===== config.mk =====
export PLATFORM = sky130hd
export DESIGN_NAME = rpn_stack_engine
export DESIGN_NICKNAME = d
export VERILOG_FILES = /design/src/rtl/rpn_pkg.sv /design/src/rtl/rpn_stack_ram.sv /design/src/rtl/rpn_stack_engine.sv
export SDC_FILE = /design/constraint.sdc
export NUM_CORES = 1
export LEC_CHECK = 0
export ABC_AREA = 1
export CELL_PAD_IN_SITES_DETAIL_PLACEMENT = 0
export CELL_PAD_IN_SITES_GLOBAL_PLACEMENT = 2
export CORE_ASPECT_RATIO = 1.4
export CORE_MARGIN = 10
export CORE_UTILIZATION = 38
export CTS_BUF_LIST = sky130_fd_sc_hd__clkbuf_4
export DETAILED_ROUTE_END_ITERATION = 10
export GPL_ROUTABILITY_DRIVEN = 0
export GPL_TIMING_DRIVEN = 0
export PLACE_DENSITY_LB_ADDON = 0.12
export REMOVE_ABC_BUFFERS = 1
export SLEW_MARGIN = 30
export SYNTH_ARGS = -nofsm -noshare
export SYNTH_HDL_FRONTEND = slang
export SYNTH_SLANG_ARGS = --single-unit

===== constraint.sdc =====
create_clock -name CLOCK_50 -period 2.4 [get_ports CLOCK_50]
set_input_delay 0.36 -clock CLOCK_50 [delete_from_list [all_inputs] [get_ports CLOCK_50]]
set_output_delay 0.36 -clock CLOCK_50 [all_outputs]
set_load 0.1 [all_outputs]

===== src/rtl/rpn_pkg.sv =====
// Shared opcodes, error codes and FSM encoding for the RPN stack engine.
package rpn_pkg;

    localparam logic [2:0] OP_PUSH  = 3'b000;
    localparam logic [2:0] OP_POP   = 3'b001;
    localparam logic [2:0] OP_ADD   = 3'b010;
    localparam logic [2:0] OP_SUB   = 3'b011;
    localparam logic [2:0] OP_MUL   = 3'b100;
    localparam logic [2:0] OP_DUP   = 3'b101;
    localparam logic [2:0] OP_SWAP  = 3'b110;
    localparam logic [2:0] OP_CLEAR = 3'b111;

    localparam logic [1:0] ERR_NONE = 2'b00;
    localparam logic [1:0] ERR_OVF  = 2'b01;
    localparam logic [1:0] ERR_UNF  = 2'b10;
    localparam logic [1:0] ERR_ILL  = 2'b11;

    typedef enum logic [1:0] {
        S_IDLE = 2'd0,
        S_READ = 2'd1,
        S_EXEC = 2'd2
    } state_t;

endpackage


===== src/rtl/rpn_stack_ram.sv =====
// Stack storage below TOS: one write port, one registered read port, no reset.
module rpn_stack_ram #(
    parameter int DATA_W = 8,
    parameter int DEPTH  = 16,
    localparam int AW    = $clog2(DEPTH)
) (
    input  logic              CLOCK_50,
    input  logic              we,
    input  logic [AW-1:0]     waddr,
    input  logic [DATA_W-1:0] wdata,
    input  logic [AW-1:0]     raddr,
    output logic [DATA_W-1:0] rdata
);

    logic [DATA_W-1:0] mem [DEPTH];

    always_ff @(posedge CLOCK_50) begin
        if (we) begin
            mem[waddr] <= wdata;
        end
        rdata <= mem[raddr];
    end

endmodule


===== src/rtl/rpn_stack_engine.sv =====
// RPN calculator core: TOS register, stack RAM, ALU and command FSM.
// Define RPN_MUL_EN to enable opcode 100 (MUL); otherwise it is an illegal opcode.
module rpn_stack_engine
    import rpn_pkg::*;
#(
    parameter int DATA_W  = 8,
    parameter int DEPTH   = 16,
    localparam int CNT_W  = $clog2(DEPTH) + 1
) (
    input  logic              CLOCK_50,
    input  logic              RESET_N,
    input  logic              cmd_valid,
    output logic              cmd_ready,
    input  logic [2:0]        cmd_op,
    input  logic [DATA_W-1:0] cmd_data,
    output logic [DATA_W-1:0] top_value,
    output logic              top_valid,
    output logic [CNT_W-1:0]  count,
    output logic              err,
    output logic [1:0]        err_code
);

    localparam int AW = $clog2(DEPTH);

    state_t            state_q, state_d;
    logic [CNT_W-1:0]  count_q, count_d;
    logic [DATA_W-1:0] tos_q, tos_d;
    logic [2:0]        op_q, op_d;
    logic              err_q, err_d;
    logic [1:0]        err_code_q, err_code_d;

    logic              ram_we;
    logic [AW-1:0]     ram_waddr;
    logic [DATA_W-1:0] ram_wdata;
    logic [AW-1:0]     ram_raddr;
    logic [DATA_W-1:0] ram_rdata;

    logic              is_empty, is_full, lt_two;

    assign is_empty = (count_q == '0);
    assign is_full  = (count_q == CNT_W'(DEPTH));
    assign lt_two   = (count_q < CNT_W'(2));

    rpn_stack_ram #(
        .DATA_W (DATA_W),
        .DEPTH  (DEPTH)
    ) u_ram (
        .CLOCK_50 (CLOCK_50),
        .we       (ram_we),
        .waddr    (ram_waddr),
        .wdata    (ram_wdata),
        .raddr    (ram_raddr),
        .rdata    (ram_rdata)
    );

    always_ff @(posedge CLOCK_50 or negedge RESET_N) begin
        if (!RESET_N) begin
            state_q    <= S_IDLE;
            count_q    <= '0;
            tos_q      <= '0;
            op_q       <= OP_PUSH;
            err_q      <= 1'b0;
            err_code_q <= ERR_NONE;
        end else begin
            state_q    <= state_d;
            count_q    <= count_d;
            tos_q      <= tos_d;
            op_q       <= op_d;
            err_q      <= err_d;
            err_code_q <= err_code_d;
        end
    end

    always_comb begin
        state_d    = state_q;
        count_d    = count_q;
        tos_d      = tos_q;
        op_d       = op_q;
        err_d      = err_q;
        err_code_d = err_code_q;
        ram_we     = 1'b0;
        ram_waddr  = AW'(count_q - CNT_W'(1));
        ram_wdata  = tos_q;
        // Second entry address; held at 0 below two entries so it never wraps.
        ram_raddr  = lt_two ? '0 : AW'(count_q - CNT_W'(2));

        unique case (state_q)
            S_IDLE: begin
                if (cmd_valid) begin
                    if (cmd_op == OP_CLEAR) begin
                        count_d    = '0;
                        tos_d      = '0;
                        err_d      = 1'b0;
                        err_code_d = ERR_NONE;
                    end else if (!err_q) begin
                        case (cmd_op)
                            OP_PUSH: begin
                                if (is_full) begin
                                    err_d      = 1'b1;
                                    err_code_d = ERR_OVF;
                                end else begin
                                    ram_we  = !is_empty;
                                    tos_d   = cmd_data;
                                    count_d = count_q + CNT_W'(1);
                                end
                            end
                            OP_DUP: begin
                                if (is_empty) begin
                                    err_d      = 1'b1;
                                    err_code_d = ERR_UNF;
                                end else if (is_full) begin
                                    err_d      = 1'b1;
                                    err_code_d = ERR_OVF;
                                end else begin
                                    ram_we  = 1'b1;
                                    count_d = count_q + CNT_W'(1);
                                end
                            end
                            OP_POP: begin
                                if (is_empty) begin
                                    err_d      = 1'b1;
                                    err_code_d = ERR_UNF;
                                end else begin
                                    op_d    = cmd_op;
                                    state_d = S_READ;
                                end
                            end
`ifndef RPN_MUL_EN
                            OP_MUL: begin
                                err_d      = 1'b1;
                                err_code_d = ERR_ILL;
                            end
`endif
                            default: begin
                                if (lt_two) begin
                                    err_d      = 1'b1;
                                    err_code_d = ERR_UNF;
                                end else begin
                                    op_d    = cmd_op;
                                    state_d = S_READ;
                                end
                            end
                        endcase
                    end
                end
            end
            S_READ: begin
                state_d = S_EXEC;
            end
            S_EXEC: begin
                state_d = S_IDLE;
                case (op_q)
                    OP_POP: begin
                        tos_d   = (count_q == CNT_W'(1)) ? '0 : ram_rdata;
                        count_d = count_q - CNT_W'(1);
                    end
                    OP_ADD: begin
                        tos_d   = ram_rdata + tos_q;
                        count_d = count_q - CNT_W'(1);
                    end
                    OP_SUB: begin
                        tos_d   = ram_rdata - tos_q;
                        count_d = count_q - CNT_W'(1);
                    end
`ifdef RPN_MUL_EN
                    OP_MUL: begin
                        tos_d   = ram_rdata * tos_q;
                        count_d = count_q - CNT_W'(1);
                    end
`endif
                    OP_SWAP: begin
                        ram_we    = 1'b1;
                        ram_waddr = ram_raddr;
                        tos_d     = ram_rdata;
                    end
                    default: ;
                endcase
            end
            default: begin
                state_d = S_IDLE;
            end
        endcase
    end

    assign cmd_ready = (state_q == S_IDLE);
    assign top_valid = !is_empty;
    assign top_value = is_empty ? '0 : tos_q;
    assign count     = count_q;
    assign err       = err_q;
    assign err_code  = err_code_q;

endmodule


# [Word-level counts from Yosys, hierarchy flattened]
# Memory sizes are Yosys's and may differ from the RTL's. A register that Yosys moved wholly into a read port is not among the register bits.
# Cells that the tools add are included.
[totals] elab_cells=114 output_inout_bits=18 register_bits=21 ramBits=128 input_bits=14 memories=1
[classes] n_bitwise=3 n_lt_le_gt_ge=1 n_mux=55 n_eq_ne=29 addsub=5 n_reduce_logical=14
[mem_list] name="u_ram.mem" words=16 width=8 read_ports=1 rd_clocked_by_memory_dff=1 write_ports=1 line_no="rpn_stack_ram.sv:15" source="logic [DATA_W-1:0] mem [DEPTH];"
[ops] operator="$mux W8" count=7
[ops] operator="$pmux W8 S4" count=1
[ops] operator="$mux W5" count=6
[ops] operator="$mux W2" count=11
[ops] operator="$pmux W5 S2" count=2
[ops] operator="$reduce_and A6 Y1" count=3
[ops] operator="$pmux W8 S2" count=1
[ops] operator="$mux W1" count=15
[ops] operator="$eq A3 B3 Y1 const B" count=4
[ops] operator="$mux W4" count=3
[ops] operator="$ne A2 B2 Y1 const B" count=6
[ops] operator="$ne A3 B2 Y1 const B" count=3
[ops] operator="$add A8 B8 Y8" count=1
[ops] operator="$pmux W2 S2" count=2
[ops] operator="$pmux W2 S4" count=1
[ops] operator="$sub A8 B8 Y8" count=1
[ops] operator="$reduce_and A7 Y1" count=1
[ops] operator="$eq A3 B1 Y1 const B" count=2
[ops] operator="$eq A3 B2 Y1 const B" count=2
[ops] operator="$mux W3" count=2
[ops] operator="$ne A3 B3 Y1 const B" count=2
[ops] operator="$pmux W3 S2" count=1
[ops] operator="$reduce_bool A6 Y1" count=1
[ops] operator="$reduce_or A3 Y1" count=2
[ops] operator="other kinds (23)" count=27

# [Depth between registers and ports, before layout]
# Gate-level depths: netlist of the first run.
[logic_depth] word_depth=10 mapped_depth=19 mapped_depth_nobuf=19

# [Cells and area by module]
# Synthesis of the first run repeated with hierarchy kept, for this count alone.
[hier_totals] cells_unflattened=894 area_unflattened_um2=7948.9
[modules_own_cells] module="rpn_stack_ram" instances=1 cells_each=551 area_per_inst_um2=5766.8
[modules_own_cells] module="rpn_stack_engine" instances=1 cells_each=343 area_per_inst_um2=2182.1

# [Worst setup path after synthesis of the first run]
# Ideal clock, no wire load.
[synth_timing] path_type="reg2out" from="register count_q[0] (netlist: count[0])" to="output port top_value[0]" path_stages_with_launch=11 path_slack_ns=-1.064 arrival_ns=3.104 cell_sequence="dfrtp_1 > buf_2 > clkinv_1 > clkbuf_1 > ha_1 > nand2_2 > inv_2 > nand2_1 > buf_4 > nand2_1 > inv_1"
[synth_via] elab_chain_len=2
[synth_rtl] item="from (decl)" line_no="rpn_stack_engine.sv:26" source="logic [CNT_W-1:0] count_q, count_d;"
[synth_rtl] item="from (signal assigned)" line_no="rpn_stack_engine.sv:66" source="count_q <= count_d;"
[synth_rtl] item="$logic_not A5 Y1" line_no="rpn_stack_engine.sv:40" source="assign is_empty = (count_q == '0);"
[synth_rtl] item="$mux W8" line_no="rpn_stack_engine.sv:187" source="assign top_value = is_empty ? '0 : tos_q;"
[synth_rtl] item="to (decl)" line_no="rpn_stack_engine.sv:16" source="output logic [DATA_W-1:0] top_value,"
# Every way passes these cells.

# [Worst setup path after layout of the first run]
[layout_timing] from="register tos_q[0] (netlist: ram_wdata[0])" to="register tos_q[7] (netlist: ram_wdata[7])"
[layout_via] elab_chain_len=3 elab_cells_between_ends=4 classes_between="add/sub (2); mux (2)"
[layout_rtl] item="from (decl)" line_no="rpn_stack_engine.sv:27" source="logic [DATA_W-1:0] tos_q, tos_d;"
[layout_rtl] item="from (signal assigned)" line_no="rpn_stack_engine.sv:67" source="tos_q <= tos_d;"
[layout_rtl] item="$sub A8 B8 Y8 / $add A8 B8 Y8 (equally long branches)" line_no="rpn_stack_engine.sv:162, rpn_stack_engine.sv:158"
[layout_rtl] item="$pmux W8 S4 (*)" line_no="rpn_stack_engine.sv:152" source="case (op_q)"
[layout_rtl] item="$pmux W8 S2 (*)" line_no="rpn_stack_engine.sv:87" source="unique case (state_q)"
# Every way passes the cells marked *; elsewhere a longest branch is shown, timed or not.
# A chain may end at the register's enable or synchronous reset.

==> run summary, run 1 <==
Count of cells along the worst register-to-register path: 19. The aggregate global-route resource usage is 0.171. For this design the ratio of total power to cell area is 1440 nW/um2. The total congestion overflow after global routing was 0; the required arrival time at the worst endpoint was 2.91 ns. Traced cell by cell, the critical path runs through inv_4 > ha_4 > inv_4 > nor3_4 > inv_2 > o31ai_4 > xnor2_1 > inv_1 > ha_4 > nand2_4 > inv_2 > nand2_2 > nand2_2 > a21oi_2 > nand3_1 > nand3_2 > nand2_1 > nand2_1 > a21oi_1.

The logs give -0.0519 ns for the worst setup margin and 0 for the number of hold-slack violations in the final timing report. The die height came out at 187 um. The final critical path time including I/O delays and setup was 2.45 ns. After floorplanning, the core was sized to cover 19400 um2. During I/O placement, the number of pins put on the boundary was 32.

For the final HPWL from detailed placement, the log shows 13200 um. Setup violations remaining at the end of the flow were counted as 14. Clock-pin slew was measured on the worst setup and hold paths at 0.15 ns. For the placement-stage worst setup slack, the log shows -1.77 ns. The run gives 0.58 ns as the clock latency reported for the late side of the worst-skew pair. The worst-case clock buffer depth came out at 2. The starting density of the core came out at 0.390. The cell at the slowest stage of the critical path is sky130_fd_sc_hd__dfrtp_4. Synthesis instantiated 38 different standard cells from the library. The tools report the number of sinks on the clock net as 157. For the pin with the worst max-slew slack, the measured transition is 0.961 ns. The logs give 1 for the initial antenna violation count and 17 for the clock buffer count from CTS. Along the worst path, the maximum fanout reaches 3. The worst-case register-to-register setup slack is -0.05 ns, and the number of register bits inferred by synthesis is 157. Max-cap violations in this run came to 0. The tools report the sequential-to-total area share from yosys stat as 0.600.

The floorplan step defined a die boundary enclosing 26000 um2. In the routed design, unresolved DRC markers number 0. Mean post-synth cell area: 10.3 um2. The detailed router finished its first iteration with 353 violations.

The fraction of synthesis flops using an asynchronous set or reset pin was 0.134. The checks that failed: setup timing. The worst setup path is captured at a flop.

The largest single stage delay on the critical path is 0.52 ns. The synthesized design contains 128 enable-type register cells. Once detail routing completed, the nets flagged for antenna violations numbered 0. The flow ran to the end, but the final reports show violations. The floorplan has 60 rows.

The analysis attributes to cell leakage a power of 3.71 nW. TritonCTS built the clock tree. The final cycle utilization of the critical path was 1.02; the signed area change from the synthesized netlist to the final layout was 29.9%. The most critical setup path has its endpoint at ram_wdata[7]. Utilization after layout: 0.506. Static timing analysis puts the maximum clock frequency at 408 MHz. Setup repair after global routing could not meet its margin everywhere.

The tools report the worst setup path startpoint as ram_wdata[0]. Between clock sinks in the finished design, the worst skew comes to 0.0253 ns. The worst-case hold slack came out at 0.274 ns.

The start-to-end type of the worst setup path was reg2reg. In the final routed layout, each cell accounts on average for 21.2 um. The width of the die was 139 um. The tools report the master cell of the clock root buffer as sky130_fd_sc_hd__clkbuf_4.

For this block, the routed nets add up to 23300 um of wire. For this run, the number of Yosys warnings is 0. Max-slew violation count: 0. First-pass iteration count of the detailed router: 7.

The ratio of cells with drive above 1 in the final layout was 0.288; the number of vias per cell was 5.38. Data arrives at the worst endpoint at 2.96 ns. For this run, the post-layout net count is 867. The final route contains 5911 vias. The startpoint identified for the worst register-to-register timing path is ram_wdata[0].

The number of global-route vias before repair is 5886. The worst setup path is launched from a flop. In the synthesized netlist the dominant register cell turns out to be sky130_fd_sc_hd__edfxtp_1. In this run the tool buffered the top-level ports with 31 buffer cells.

Worst hold-check path type: in2async. Entering global routing, the biggest net connects 30 pins. Synthesis handed over a netlist of 736 instances. The tools report the number of inserted filler cells in the final layout as 1803. The first global-routing pass estimated 34100 um of wire. The total number of H-tree levels is 4. The cell area that synthesis handed to floorplanning was 7550 um2.

The reg-to-reg critical path endpoint is ram_wdata[7]. The run gives 1.44 mV as the largest voltage drop on the vdd net. Worst slew slack as a fraction of its limit: 0.362.
[worst max-delay path, delay by kind of cell, from the launching register on]
kind                       cells  cell delay, ns
adders and majority gates      2            0.44
DFF                            1            0.52
xor gates and xnor gates       1            0.14
AOI/OAI and AO/OA              3            0.33
and+or+nand+nor                8            0.63
buffers and inverters          5            0.33
[sequential cells by signal (all words and copies together) (netlist names)]
name         cells
count            5
err              1
err_code         2
op_q             3
ram_wdata        8
state_q          2
u_ram.mem      128
u_ram.rdata      8
[worst min path at each step]
stage                        to  depth (start not counted)
global route                err                          2
finish                 count[2]                          2
floorplan              count[0]                          0
CTS                 err_code[0]                          2
global placement     state_q[1]                          1
detailed placement  err_code[0]                          1
[metrics by stage]
stage                     power (mW)  TNS [ns]  area, um2  cells
final                           14.1    -0.181       9800   1099
after floorplan                 8.02   -358.54       7380    707
after global placement          9.90   -517.31       8010    986
after CTS                       13.0     -5.96       9300   1067
after detailed placement        9.97   -230.04       8030    987
after global routing            14.9     -4.07       9800   1099
[layout by cell type, fill, tap and decap left out, types with 10 or more instances in the layout]
cell / count
sky130_fd_sc_hd__a21oi_1: 69
sky130_fd_sc_hd__buf_12: 20
sky130_fd_sc_hd__buf_4: 51
sky130_fd_sc_hd__clkbuf_4: 18
sky130_fd_sc_hd__clkdlybuf4s50_1: 12
sky130_fd_sc_hd__dfrtp_1: 11
sky130_fd_sc_hd__edfxtp_1: 128
sky130_fd_sc_hd__ha_1: 10
sky130_fd_sc_hd__inv_1: 57
sky130_fd_sc_hd__inv_2: 23
sky130_fd_sc_hd__nand2_1: 104
sky130_fd_sc_hd__nand2_2: 11
sky130_fd_sc_hd__nand2_4: 10
sky130_fd_sc_hd__nand3_1: 31
sky130_fd_sc_hd__nor2_1: 27
sky130_fd_sc_hd__nor2_4: 22
sky130_fd_sc_hd__o211ai_1: 49
sky130_fd_sc_hd__o21ai_0: 31
sky130_fd_sc_hd__o21ai_1: 27
[logic make-up (layout without fill, tap and decap cells)]
kind of cell,after synthesis,count (layout),share of synthesized area
muxes,1,1,0.00149
and+or+nand+nor,224,229,0.129
other,0,1,0
buffers and inverters,121,230,0.0675
xor gates and xnor gates,11,11,0.0128
DFF,157,157,0.600
adders and majority gates,16,16,0.0275
AOI/OAI and AO/OA,206,206,0.162
[what timing repair did]
action | CTS | global route
setup endpoints to repair | 174 | 147
gates resized for setup | 193 | 75
hold endpoints to repair | 21 | 0
pin swaps | 29 | 33
cloned | 7 | 2
buffers inserted | 40 | 29
hold buffers | 1 | 0
[report_power, final]
| part | switching [mW] | internal [mW] |
|---|---|---|
| logic | 5.36 | 2.83 |
| clock network | 1.04 | 0.669 |
| registers | 0.601 | 3.57 |
| total | 7.01 | 7.06 |
[cells in the mapped netlist, types with 2 or more instances]
library cell                 n  share of area
sky130_fd_sc_hd__buf_6       4         0.0060
sky130_fd_sc_hd__nand3_1    37          0.025
sky130_fd_sc_hd__o21ai_1    26          0.017
sky130_fd_sc_hd__nand2_2     6         0.0050
sky130_fd_sc_hd__a31oi_1     2         0.0017
sky130_fd_sc_hd__a21oi_1    74          0.049
sky130_fd_sc_hd__inv_1      73          0.036
sky130_fd_sc_hd__ha_1       15          0.025
sky130_fd_sc_hd__dfxtp_1     8          0.021
sky130_fd_sc_hd__nor2_2      3         0.0025
sky130_fd_sc_hd__buf_2      14         0.0093
sky130_fd_sc_hd__nor3_1      4         0.0027
sky130_fd_sc_hd__xnor2_1     5         0.0058
sky130_fd_sc_hd__nand2_1   121          0.060
sky130_fd_sc_hd__nor2_4      2         0.0030
sky130_fd_sc_hd__o21ai_2     2         0.0023
sky130_fd_sc_hd__dfrtp_1    21          0.070
sky130_fd_sc_hd__o22ai_1     6         0.0050
sky130_fd_sc_hd__o211ai_1   49          0.049
sky130_fd_sc_hd__buf_4       2         0.0020
sky130_fd_sc_hd__xor2_1      6         0.0070
sky130_fd_sc_hd__clkbuf_1    9         0.0045
sky130_fd_sc_hd__inv_2      18         0.0090
sky130_fd_sc_hd__nor2_1     45          0.022
sky130_fd_sc_hd__edfxtp_1  128           0.51
sky130_fd_sc_hd__o21ai_0    35          0.023
sky130_fd_sc_hd__nand4_1     3         0.0025
sky130_fd_sc_hd__o221ai_1    8         0.0093
[metal layers]
metal / wire length [um] / up-vias / global-route usage
met5: 0 / - / 0
met4: 1000 / 0 / 0.0760
met3: 882 / 44 / 0.0325
li1: - / 2819 / -
met2: 12100 / 150 / 0.305
met1: 9380 / 2898 / 0.192
[area by class of cell]
class	count	area, um2	area share
sequential	157	4560	0.465
multi-input combinational	463	3070	0.313
timing repair buffer	103	1110	0.113
inverter	92	415	0.0424
tap	248	310	0.0317
clock inverter	14	171	0.0175
clock buffer	18	135	0.0138
timing repair inverter	3	27.5	0.00281
antenna	1	2.50	0.000255
Power figures use the tool's default switching activity.
==> inputs of run 2 (changes only) <==
--- a/config.mk
+++ b/config.mk
@@ -5,18 +5,16 @@
 export SDC_FILE = /design/constraint.sdc
 export NUM_CORES = 1
 export LEC_CHECK = 0
-export ABC_AREA = 1
 export CELL_PAD_IN_SITES_DETAIL_PLACEMENT = 0
 export CELL_PAD_IN_SITES_GLOBAL_PLACEMENT = 2
 export CORE_ASPECT_RATIO = 1.4
 export CORE_MARGIN = 10
-export CORE_UTILIZATION = 38
+export CORE_UTILIZATION = 41
 export CTS_BUF_LIST = sky130_fd_sc_hd__clkbuf_4
 export DETAILED_ROUTE_END_ITERATION = 10
 export GPL_ROUTABILITY_DRIVEN = 0
 export GPL_TIMING_DRIVEN = 0
 export PLACE_DENSITY_LB_ADDON = 0.12
-export REMOVE_ABC_BUFFERS = 1
 export SLEW_MARGIN = 30
 export SYNTH_ARGS = -nofsm -noshare
 export SYNTH_HDL_FRONTEND = slang
==> run 2 against run 1 <==
  * The flow still finishes with violations (setup timing)
  * First-iteration DRC count fell by 14%
  * Count of clock-buffer cells in the layout did not move
  * Fmax down 10%
  * Largest power group unchanged
  * Register-to-register slack worse by 0.28 ns
  * Final area grew 2.1%
==> run summary, run 2 <==
The number of register bits inferred by synthesis came out at 157 (unchanged). The final-layout setup total negative slack is -8.36 ns (-8.18 ns), and the cell area after placement is 8180 um2 (+1.9%). The total congestion overflow after global routing is 0 (unchanged). The final-stage net count was 665 (-23%); the number of hold-slack violations in the final timing report was 0 (unchanged). The post-synth net total was 523.

The first-pass GRT wire length was 30300 um (-11%). The library cell used most frequently in the layout, excluding fill and tap cells, is sky130_fd_sc_hd__edfxtp_1. The predominant post-synthesis flop cell is sky130_fd_sc_hd__edfxtp_1. Aggregate global-route resource usage: 0.172 (+0.00112).

The routed wire length was 20000 um (-14%); the mean post-synth cell area was 14.6 um2 (+43%). The flow ran to the end, but the final reports show violations. The worst hold-check path type is in2async. The routed via count was 4844 (-18%); the width of the die was 132 um (-5.1%). The tools report the worst-case hold slack as 0.304 ns (+0.0298 ns).

The tools report the category of the worst setup path launch point as a flop. Top achievable clock speed: 366 MHz (-10%). The number of synthesized flops with an enable pin came out at 128 (unchanged). The mapped cell area is 7210 um2 (-4.5%), and the critical path arrival is 3.21 ns (+0.25 ns). The final HPWL from detailed placement came out at 12600 um (-4.4%). First-pass iteration count of the detailed router: 4 (-3).

Leaving out fill and tap cells, the most frequent cells in the layout are 128 x sky130_fd_sc_hd__edfxtp_1, 55 x sky130_fd_sc_hd__buf_4, 32 x sky130_fd_sc_hd__mux4_2. The number of global-route vias before repair was 5003 (-15%); the starting density of the core was 0.416 (+0.0263). The die height was 177 um (-5.3%).

Final total power: 14.8 mW (+5.2%). Number of distinct library cell variants in the gate-level netlist after synthesis: 65 (+71%). The required arrival time at the worst endpoint was 2.88 ns (-0.03 ns). The worst setup margin came out at -0.333 ns (-0.282 ns). The start-to-end type of the worst setup path is reg2reg. The final cycle utilization of the critical path was 1.14 (+0.117).

TritonCTS built the clock tree. For the clock latency reported for the late side of the worst-skew pair, the log shows 0.58 ns (about the same). The final critical path time including I/O delays and setup was 2.73 ns (+0.282 ns).

The maximum fanout encountered on the critical timing path works out to 4 (+1). Setup repair after global routing could not meet its margin everywhere. The logs give 17300 um2 (-11%) for the placeable core region and 17 (unchanged) for the clock buffer count from CTS. The logs give 2 (unchanged) for the worst-case clock buffer depth and 146 (+132) for the final count of negative-setup-slack endpoints.

The run gives 0 (unchanged) as the max-slew violation count. The tree is rooted in a sky130_fd_sc_hd__clkbuf_4. The average wire per standard cell was 22.6 um (+6.3%). The total number of H-tree levels was 4 (unchanged).

The register ranked first by flip-flop count was u_ram.mem. The clock transition at the registers of the reported paths came out at 0.16 ns (about the same). The run gives 0.0306 ns (+0.00529 ns) as the final worst clock skew. The design area was 10000 um2 (+2.1%); the transition at the pin with the smallest max-transition slack was 0.972 ns (+0.0111 ns). The number of DRC markers after the initial detailed-route iteration was 305 (-14%). By count the netlist is led by 128 x sky130_fd_sc_hd__edfxtp_1, 46 x sky130_fd_sc_hd__nor2_1, 33 x sky130_fd_sc_hd__nand2_1. The tools report the initial antenna violation count as 1 (unchanged).

The checks that failed: setup timing. The count of non-filler cells in the finished layout is 885 (-19%), and the fraction of synthesis flops using an asynchronous set or reset pin is 0.134 (unchanged). For the max capacitance violation total, the log shows 0 (unchanged). The standby leakage power came out at 3.47 nW (-6.5%). The placed instance count came out at 760 (-23%). The total number of placement rows was 57 (-5.0%); the number of sinks on the clock net was 157 (unchanged). The capturing element type of the critical path was a flop. For the area enclosed by the die boundary, the log shows 23400 um2 (-10%). The share of the synthesized area in the top cell type was 0.533 (+0.0239). The worst slew slack as a fraction of its limit is 0.355 (-0.00740). The number of vias per cell is 5.47 (+1.8%), and the sequential-to-total area share from yosys stat is 0.628 (+0.0282).

The total power per unit cell area was 1480 nW/um2 (+3.1%); the antenna violation net count after detailed routing was 0 (unchanged). The largest total area in the synthesized netlist belongs to sky130_fd_sc_hd__edfxtp_1. The signed area change from the synthesized netlist to the final layout came out at 38.8%. The number of flip-flops under the largest register name was 128 (unchanged).

The largest net degree at the start of global routing was 23 (-23%); the number of buffer cells added on primary ports was 31 (unchanged). The most common cell in the synthesized netlist is sky130_fd_sc_hd__edfxtp_1. The logs give 493 (-33%) for the synthesized netlist cell count and 0 (unchanged) for the total DRC errors in the routed layout. The run gives 32 (unchanged) as the number of primary I/O pins.

In the post-synthesis netlist, the biggest area contributors are sky130_fd_sc_hd__edfxtp_1 53%, sky130_fd_sc_hd__mux4_2 8.1%, sky130_fd_sc_hd__dfrtp_1 7.3%, sky130_fd_sc_hd__ha_1 2.6%, sky130_fd_sc_hd__nor2_1 2.4%. The largest voltage drop on the vdd net is 0.488 mV (-66%), and the ratio of cells with drive above 1 in the final layout is 0.481 (+0.193). The run gives 0 (unchanged) as the number of warnings printed during yosys synthesis.
[run 2: cell count changes after synthesis, moves of 18 or more]
cell                       delta
sky130_fd_sc_hd__nand2_1     -88
sky130_fd_sc_hd__o21ai_1     -23
sky130_fd_sc_hd__inv_1       -57
sky130_fd_sc_hd__a21oi_1     -56
sky130_fd_sc_hd__a22oi_1     +19
sky130_fd_sc_hd__inv_2       -18
sky130_fd_sc_hd__o211ai_1    -49
sky130_fd_sc_hd__nand3_1     -34
sky130_fd_sc_hd__mux4_2      +26
[run 2: layer usage]
metal | global-route usage | share of wire | up-vias
met5 | 0 | 0 | -
met4 | 0.0720 | 0.029 | 0
met3 | 0.0330 | 0.036 | 32
met2 | 0.308 | 0.54 | 124
met1 | 0.197 | 0.39 | 2477
li1 | - | - | 2211
[run 2: final cells by class]
| cell class | instances | area, um2 |
|---|---|---|
| clock inverter | 14 | 131 |
| antenna | 1 | 2.50 |
| inverter | 16 | 85.1 |
| clock buffer | 18 | 135 |
| timing repair buffer | 126 | 1450 |
| sequential | 157 | 4560 |
| fill | 1386 | 7320 |
| buffer | 18 | 188 |
| tap | 236 | 295 |
| multi-input combinational | 299 | 3160 |
[run 2: report_power, final]
part	total [mW]	internal, mW	leakage, nW	switching, mW
Clock	1.55	0.546	0.144	1.01
Sequential	4.11	3.56	1.46	0.551
Combinational	9.14	4.09	1.87	5.06
Total	14.8	8.19	3.47	6.62
[run 2: final timing paths]
kind                                  start           end  slack (ns)  depth (start not counted)
worst max-delay path                op_q[1]  ram_wdata[5]       -0.33                         13
worst min-delay path                RESET_N           err        0.30                          2
worst max register to register      op_q[1]  ram_wdata[5]       -0.33                         13
worst min register to register  err_code[1]   err_code[1]        0.57                          1
max in group asynchronous           RESET_N      count[0]        1.64                          2
min in group CLOCK_50           cmd_data[2]  ram_wdata[2]        0.40                          3
[run 2: metrics by stage]
step,worst slack [ns],util
after floorplan,-0.211,-
after global placement,-0.747,0.472
after detailed placement,-0.728,0.472
after CTS,-0.349,0.555
after global routing,-0.411,0.577
final,-0.333,0.577
[run 2: cells by family (layout without fill, tap and decap cells)]
logic type / Yosys count / count (layout) / synth area share
flip-flops: 157 / 157 / 0.628
AND/OR/NAND/NOR: 130 / 130 / 0.0915
buffers and inverters: 37 / 192 / 0.0267
other: 0 / 1 / 0
AO/OA/AOI/OAI: 103 / 103 / 0.0979
multiplexers: 38 / 38 / 0.112
XOR/XNOR: 12 / 12 / 0.0146
adder cells (fa/ha/maj): 16 / 16 / 0.0288
[run 2: timing repair]
item / in CTS / in global routing
hold buffers: 1 / 0
setup endpoints to repair: 170 / 157
pin swaps: 46 / 37
gates cloned: 2 / 0
buffers inserted: 73 / 27
gates resized for setup: 179 / 54
hold endpoints to repair: 21 / 0
[run 2: critical path, stage by stage (launching register included)]
cell	delay, ns
sky130_fd_sc_hd__dfrtp_1	0.44
sky130_fd_sc_hd__buf_6	0.13
sky130_fd_sc_hd__nand3b_1	0.16
sky130_fd_sc_hd__buf_4	0.15
sky130_fd_sc_hd__o31ai_4	0.07
sky130_fd_sc_hd__xor2_1	0.15
sky130_fd_sc_hd__ha_1	0.32
sky130_fd_sc_hd__o21a_1	0.12
sky130_fd_sc_hd__o31a_1	0.19
sky130_fd_sc_hd__buf_4	0.15
sky130_fd_sc_hd__o21a_1	0.10
sky130_fd_sc_hd__nor2_1	0.04
sky130_fd_sc_hd__or4_1	0.40
sky130_fd_sc_hd__a32oi_1	0.20
